[src/rtl/reg_file_scoreboard_if.sv]
// reg_file_scoreboard_if
//   Bundles the decode-side operand read ports, the issue request, the
//   writeback bus and the scoreboard status of reg_file_scoreboard.
//
//   Handshake: an issue is offered whenever issue_valid is high and is
//   taken on the rising clock edge only if stall is low in that same
//   cycle (stall acts as the inverted ready). Decode must hold the
//   instruction while stall is high. Writeback has no back-pressure:
//   every cycle with wb_valid high is consumed on the next edge.
//
//   Modports
//     master : decode/writeback side (drives addresses, issue, writeback)
//     slave  : register file (drives read data, stall, pending_count)
interface reg_file_scoreboard_if #(
    parameter int DATA_WIDTH = 32,
    parameter int ADDR_WIDTH = 5
);
    // operand fetch
    logic [ADDR_WIDTH-1:0] rd_addr_a;
    logic [ADDR_WIDTH-1:0] rd_addr_b;
    logic [DATA_WIDTH-1:0] rd_data_a;
    logic [DATA_WIDTH-1:0] rd_data_b;
    // issue request
    logic                  issue_valid;
    logic                  issue_uses_a;
    logic                  issue_uses_b;
    logic                  issue_writes;
    logic [ADDR_WIDTH-1:0] issue_dst;
    // writeback
    logic                  wb_valid;
    logic [ADDR_WIDTH-1:0] wb_addr;
    logic [DATA_WIDTH-1:0] wb_data;
    // scoreboard status
    logic                  stall;
    logic [ADDR_WIDTH:0]   pending_count;

    modport master (
        output rd_addr_a, rd_addr_b,
        output issue_valid, issue_uses_a, issue_uses_b, issue_writes, issue_dst,
        output wb_valid, wb_addr, wb_data,
        input  rd_data_a, rd_data_b, stall, pending_count
    );

    modport slave (
        input  rd_addr_a, rd_addr_b,
        input  issue_valid, issue_uses_a, issue_uses_b, issue_writes, issue_dst,
        input  wb_valid, wb_addr, wb_data,
        output rd_data_a, rd_data_b, stall, pending_count
    );
endinterface

[src/rtl/reg_file_scoreboard.sv]
// reg_file_scoreboard
//   Register file with two combinational read ports, one write port fed by
//   writeback, and a per-register pending scoreboard. A register becomes
//   pending when an instruction with that destination issues and stops
//   being pending when its writeback arrives. Decode is stalled
//   combinationally on RAW (rs/rt pending) and WAW (destination pending).
//   Register 0 is hard-wired to zero and is never pending.
//
//   Ports
//     clk  : rising-edge clock
//     rst  : asynchronous, active-high reset (registers <= RESET_VALUE,
//            scoreboard cleared)
//     bus  : reg_file_scoreboard_if.slave (reads, issue, writeback,
//            stall, pending_count)
//
//   Optional feature macro: REGFILE_BYPASS_EN
//     Defined   : writeback data is forwarded to the read ports in the
//                 writeback cycle, and hazards on the address being written
//                 back are masked, so a dependent issues with no bubble.
//     Undefined : reads see only stored values; a dependent stalls through
//                 the writeback cycle and issues on the following one.
module reg_file_scoreboard #(
    parameter int                    DATA_WIDTH  = 32,
    parameter int                    ADDR_WIDTH  = 5,
    parameter logic [DATA_WIDTH-1:0] RESET_VALUE = '0
) (
    input logic                  clk,
    input logic                  rst,
    reg_file_scoreboard_if.slave bus
);
    localparam int NUM_REGS = 2 ** ADDR_WIDTH;

    logic [DATA_WIDTH-1:0] regs [NUM_REGS];
    logic [NUM_REGS-1:0]   pending;
    logic [NUM_REGS-1:0]   pending_next;
    logic [ADDR_WIDTH:0]   count_q;
    logic [ADDR_WIDTH:0]   count_next;

    logic                  wb_hit_a;
    logic                  wb_hit_b;
    logic                  wb_hit_w;
    logic                  haz_a;
    logic                  haz_b;
    logic                  haz_w;
    logic                  stall;
    logic                  accept;
    logic [DATA_WIDTH-1:0] rd_a;
    logic [DATA_WIDTH-1:0] rd_b;

    // wb_hit_* flags a writeback landing on the address in question this
    // cycle; only meaningful with forwarding, otherwise tied low.
    always_comb begin
        wb_hit_a = 1'b0;
        wb_hit_b = 1'b0;
        wb_hit_w = 1'b0;
`ifdef REGFILE_BYPASS_EN
        wb_hit_a = bus.wb_valid && (bus.wb_addr == bus.rd_addr_a);
        wb_hit_b = bus.wb_valid && (bus.wb_addr == bus.rd_addr_b);
        wb_hit_w = bus.wb_valid && (bus.wb_addr == bus.issue_dst);
`endif
    end

    // Hazard detection; address 0 never blocks since it is never pending.
    always_comb begin
        haz_a  = bus.issue_uses_a && pending[bus.rd_addr_a] &&
                 (bus.rd_addr_a != '0) && !wb_hit_a;
        haz_b  = bus.issue_uses_b && pending[bus.rd_addr_b] &&
                 (bus.rd_addr_b != '0) && !wb_hit_b;
        haz_w  = bus.issue_writes && pending[bus.issue_dst] &&
                 (bus.issue_dst != '0) && !wb_hit_w;
        stall  = bus.issue_valid && (haz_a || haz_b || haz_w);
        accept = bus.issue_valid && !stall;
    end

    // Combinational read ports; r0 reads zero whatever is stored there.
    always_comb begin
        rd_a = '0;
        rd_b = '0;
        if (bus.rd_addr_a != '0) begin
            rd_a = wb_hit_a ? bus.wb_data : regs[bus.rd_addr_a];
        end
        if (bus.rd_addr_b != '0) begin
            rd_b = wb_hit_b ? bus.wb_data : regs[bus.rd_addr_b];
        end
    end

    // Next scoreboard: clear on writeback first, then set on accepted issue
    // so a same-cycle set/clear of one register leaves it pending.
    always_comb begin
        pending_next = pending;
        if (bus.wb_valid) begin
            pending_next[bus.wb_addr] = 1'b0;
        end
        if (accept && bus.issue_writes && (bus.issue_dst != '0)) begin
            pending_next[bus.issue_dst] = 1'b1;
        end
        pending_next[0] = 1'b0;

        count_next = '0;
        for (int i = 0; i < NUM_REGS; i++) begin
            count_next = count_next + {{ADDR_WIDTH{1'b0}}, pending_next[i]};
        end
    end

    always_ff @(posedge clk or posedge rst) begin
        if (rst) begin
            for (int i = 0; i < NUM_REGS; i++) begin
                regs[i] <= RESET_VALUE;
            end
            pending <= '0;
            count_q <= '0;
        end else begin
            if (bus.wb_valid && (bus.wb_addr != '0)) begin
                regs[bus.wb_addr] <= bus.wb_data;
            end
            pending <= pending_next;
            count_q <= count_next;
        end
    end

    assign bus.rd_data_a     = rd_a;
    assign bus.rd_data_b     = rd_b;
    assign bus.stall         = stall;
    assign bus.pending_count = count_q;
endmodule

[src/flat_wrapper.sv]
// flat-port wrapper written by rule: the top's interface ports become plain ports
module reg_file_scoreboard_flat 
#(
    parameter int                    DATA_WIDTH  = 32,
    parameter int                    ADDR_WIDTH  = 5,
    parameter logic [DATA_WIDTH-1:0] RESET_VALUE = '0
)
  (clk, rst, bus_rd_addr_a, bus_rd_addr_b, bus_issue_valid, bus_issue_uses_a, bus_issue_uses_b, bus_issue_writes, bus_issue_dst, bus_wb_valid, bus_wb_addr, bus_wb_data, bus_rd_data_a, bus_rd_data_b, bus_stall, bus_pending_count);
  reg_file_scoreboard_if #(.DATA_WIDTH(DATA_WIDTH), .ADDR_WIDTH(ADDR_WIDTH)) bus_i ();
  input logic clk;
  input logic rst;
  input wire logic [$bits(bus_i.rd_addr_a)-1:0] bus_rd_addr_a;
  input wire logic [$bits(bus_i.rd_addr_b)-1:0] bus_rd_addr_b;
  input wire logic [$bits(bus_i.issue_valid)-1:0] bus_issue_valid;
  input wire logic [$bits(bus_i.issue_uses_a)-1:0] bus_issue_uses_a;
  input wire logic [$bits(bus_i.issue_uses_b)-1:0] bus_issue_uses_b;
  input wire logic [$bits(bus_i.issue_writes)-1:0] bus_issue_writes;
  input wire logic [$bits(bus_i.issue_dst)-1:0] bus_issue_dst;
  input wire logic [$bits(bus_i.wb_valid)-1:0] bus_wb_valid;
  input wire logic [$bits(bus_i.wb_addr)-1:0] bus_wb_addr;
  input wire logic [$bits(bus_i.wb_data)-1:0] bus_wb_data;
  output wire logic [$bits(bus_i.rd_data_a)-1:0] bus_rd_data_a;
  output wire logic [$bits(bus_i.rd_data_b)-1:0] bus_rd_data_b;
  output wire logic [$bits(bus_i.stall)-1:0] bus_stall;
  output wire logic [$bits(bus_i.pending_count)-1:0] bus_pending_count;
  assign bus_i.rd_addr_a = bus_rd_addr_a;
  assign bus_i.rd_addr_b = bus_rd_addr_b;
  assign bus_i.issue_valid = bus_issue_valid;
  assign bus_i.issue_uses_a = bus_issue_uses_a;
  assign bus_i.issue_uses_b = bus_issue_uses_b;
  assign bus_i.issue_writes = bus_issue_writes;
  assign bus_i.issue_dst = bus_issue_dst;
  assign bus_i.wb_valid = bus_wb_valid;
  assign bus_i.wb_addr = bus_wb_addr;
  assign bus_i.wb_data = bus_wb_data;
  assign bus_rd_data_a = bus_i.rd_data_a;
  assign bus_rd_data_b = bus_i.rd_data_b;
  assign bus_stall = bus_i.stall;
  assign bus_pending_count = bus_i.pending_count;
  reg_file_scoreboard #(.DATA_WIDTH(DATA_WIDTH), .ADDR_WIDTH(ADDR_WIDTH), .RESET_VALUE(RESET_VALUE)) u_core (.clk(clk), .rst(rst), .bus(bus_i));
endmodule
[config.mk]
export PLATFORM = sky130hd
export DESIGN_NAME = reg_file_scoreboard_flat
export DESIGN_NICKNAME = d
export VERILOG_FILES = /design/src/rtl/reg_file_scoreboard_if.sv /design/src/rtl/reg_file_scoreboard.sv /design/src/flat_wrapper.sv
export SDC_FILE = /design/constraint.sdc
export NUM_CORES = 2
export LEC_CHECK = 0
export BUFFER_PORTS_ARGS = -buffer_cell sky130_fd_sc_hd__buf_2
export CORE_ASPECT_RATIO = 0.7
export CORE_UTILIZATION = 55
export DETAILED_ROUTE_END_ITERATION = 10
export MAX_ROUTING_LAYER = met4
export PLACE_DENSITY = 0.82
export SETUP_SLACK_MARGIN = 0.1
export SLEW_MARGIN = 5
export SYNTH_ARGS = -nofsm -noshare
export SYNTH_HDL_FRONTEND = slang
export SYNTH_SLANG_ARGS = --single-unit
[constraint.sdc]
create_clock -name clk -period 49.1 [get_ports clk]
set_clock_uncertainty 0.15 [all_clocks]
set_input_delay 4.91 -clock clk [delete_from_list [all_inputs] [get_ports clk]]
set_output_delay 4.91 -clock clk [all_outputs]
set_load 0.05 [all_outputs]
==> impl_metrics.json <==
{
  "fin_crit_ps": 14000,
  "hp-class": "flip-flop to flip-flop",
  "postPlaceCellArea_um2": 58530,
  "report.final.slew_viol_count": 0,
  "setup-tns-final_ps": 0,
  "grt_max_degree": 180,
  "netlist_instances": 3616,
  "start_util_pct": 55.69,
  "cts_sinks": 1061,
  "fmaxAchievable_mhz": 71.43,
  "async_reset_ff_share_pct": 100.0,
  "hold_viol": 0,
  "vias_per_cell": 7.062,
  "dr.pass1.iters": 5,
  "die_x_um": 386.8,
  "grt_pass1_wl_mm": 239.7,
  "fin_crit_sh_pct": 28.51,
  "reg2reg_from": "u_core.pending[15]",
  "ys_types": 51,
  "timing.hold.ws_ps": 245.4,
  "antenna_found_initial": 13,
  "ys_seq_area_share_pct": 46.57,
  "cts_made_buffers": 101,
  "setup_viol": 0,
  "grt_setup_unrepaired": "no",
  "yosys_warnings": 0,
  "post_cts_buffers": 0,
  "die_h_um": 271.4,
  "io_buffers": 129,
  "die_area_um2": 105000,
  "min-delay-start": "u_core.regs[1023]",
  "ios": 130,
  "maxCapViolCount": 0,
  "grt_pass1_vias": 36100,
  "synth.ff_latch_count": 1061,
  "h-tree-depth": 3,
  "gp_congestion": 0.9342,
  "worst_ep_arrival_time_ps": 8940,
  "hold_path_depth": 0,
  "post_drt_wl_per_cell_um": 31.76,
  "rows": 98,
  "clockRootBuffer": "clkbuf_16",
  "status": "completed",
  "cts_tree": "built",
  "clkSlewWorstSetupHoldPaths_ps": 70,
  "worstSetupPathType": "input port to primary output",
  "synthFlopType": "dfrtp_1",
  "ff2ff_setup_slack_ps": 41390,
  "hpwl_mm": 84.11,
  "p_leak_nw": 27.05,
  "final_cell_mix": "dfrtp_1, mux2_2, mux4_2",
  "synth_edf_count": 0,
  "synth_area_um2": 57020,
  "cts_resized": 0,
  "final_antenna_net_count": 0,
  "max_slew.worst_pin.slew_ps": 1089,
  "layout_commonest_cell": "dfrtp_1",
  "rr_worst_depth": 22,
  "core-area_um2": 102400,
  "powerDensity_nw_per_um2": 44.74,
  "final_area_um2": 62260,
  "route.detailed.drc": 0,
  "grt_use_total_pct": 31.70,
  "r2r_end": "u_core.bus.pending_count[4]",
  "drive_gt1_share_pct": 56.59,
  "critPathMaxFanout": 121,
  "syn_nets": 3707,
  "hold_buffers": 0,
  "vdd_drop_max_mv": 0.07340,
  "clk_latency_ps": 720,
  "clock_path_buffers": 3,
  "nFillCells": 7225,
  "cp.required_ps": 44040,
  "drt_iter0_markers": 4334,
  "wl_mm": 157.2,
  "dr_total_vias": 34960,
  "area_growth_pct": 9.193,
  "hold_end": "u_core.regs[1023]",
  "syn-mean-instance-area_um2": 15.77,
  "final_nets": 3594,
  "grt_overflow_total": 0,
  "relSlewSlack_pct": 27.24,
  "cp-end-kind": "primary output",
  "startpoint_type": "input port"
}
## routing by layer
metal	global-route usage, %	part of all wire (%)	wire, um
met2	45.23	45	71170
met4	12.24	4.3	6724
met1	43.28	40	62760
met3	9.134	11	16530
met5	-	0	0
## sequential cells by signal, indices dropped and copies added (netlist names)
name and count:
u_core.bus.pending_count 6, u_core.regs 1024, u_core.pending 31
## metrics by stage
step / utilization (%) / power [mW] / setup WS, ps / std cells
after global placement: 57.17 / 1.875 / 35150 / 4750
after floorplan: - / 1.729 / 14170 / 3616
final: 60.81 / 2.785 / 35100 / 4950
after CTS: 60.77 / 2.784 / 35100 / 4937
after detailed placement: 57.17 / 1.914 / 35100 / 4750
after global routing: 60.80 / 2.904 / 34850 / 4948
## cell families after synthesis
logic type	count (synthesis)	synth area share, %
adder cells (fa/ha/maj)	32	1.005
XOR/XNOR	3	0.04609
buffers and inverters	478	3.254
AO/OA/AOI/OAI	107	1.288
multiplexers	1661	45.76
AND/OR/NAND/NOR	274	2.083
flip-flops	1061	46.57
## power breakdown
| part | internal [mW] | switching, mW |
|---|---|---|
| registers | 1.04 | 0.130 |
| clock network | 0.511 | 0.358 |
| logic | 0.399 | 0.343 |
## cells in the mapped netlist, drive strengths merged, types with 2 or more instances
cell,number,area (um2)
nand2,169,634.4
nand4,2,12.51
clkbuf,261,979.7
ha,9,112.6
and3,4,25.02
mux2,963,10840
nand2b,2,12.51
o22ai,9,56.30
fa,23,460.4
o2bb2ai,2,23.77
dfrtp,1061,26550
a21oi,3,15.01
a2bb2oi,3,26.28
or2,3,18.77
nor2b,4,25.02
a22oi,5,37.54
a22o,10,87.58
buf,146,609.3
nand3b,9,67.56
inv,71,266.5
o31ai,3,22.52
mux2i,38,380.4
xnor2,2,17.52
nor3,3,15.01
mux4,660,14860
o21ai,45,225.2
and3b,5,43.79
o22a,9,78.83
nand3,6,30.03
o31a,2,17.52
and2,3,18.77
a21o,2,15.01
nor3b,7,52.55
or4,2,15.01
nor2,52,195.2
a221oi,3,32.53
o21a,6,45.04
## area by class of cell
| cell class | instances | area, um2 | share of cell area (%) |
|---|---|---|---|
| Antenna cell | 13 | 32.53 | 0.05225 |
| Inverter | 71 | 274.0 | 0.4401 |
| Tap cell | 1350 | 1689 | 2.713 |
| Timing Repair Buffer | 191 | 1221 | 1.961 |
| Clock inverter | 56 | 850.8 | 1.367 |
| Multi-Input combinational cell | 2077 | 28800 | 46.26 |
| Sequential cell | 1061 | 26550 | 42.65 |
| Clock buffer | 131 | 2841 | 4.564 |
## critical path, stage by stage
cell     delay (ps)
buf_8           490
buf_12          590
buf_4           880
mux4_2          410
mux4_2          490
mux2i_1         540
nor2_1           80
buf_2           240
## worst max path at each step
stage	to	cells past startpoint	start	slack, ps
after detailed placement	bus_rd_data_a[23]	8	bus_rd_addr_a[0]	35100
final	bus_rd_data_a[2]	8	bus_rd_addr_a[1]	35100
after floorplan	u_core.bus.pending_count[0]	1	rst	14170
after CTS	bus_rd_data_a[23]	8	bus_rd_addr_a[0]	35100
after global placement	bus_rd_data_a[23]	8	bus_rd_addr_a[0]	35150
after global routing	bus_rd_data_a[23]	8	bus_rd_addr_a[0]	34850
Power figures use the tool's default switching activity.
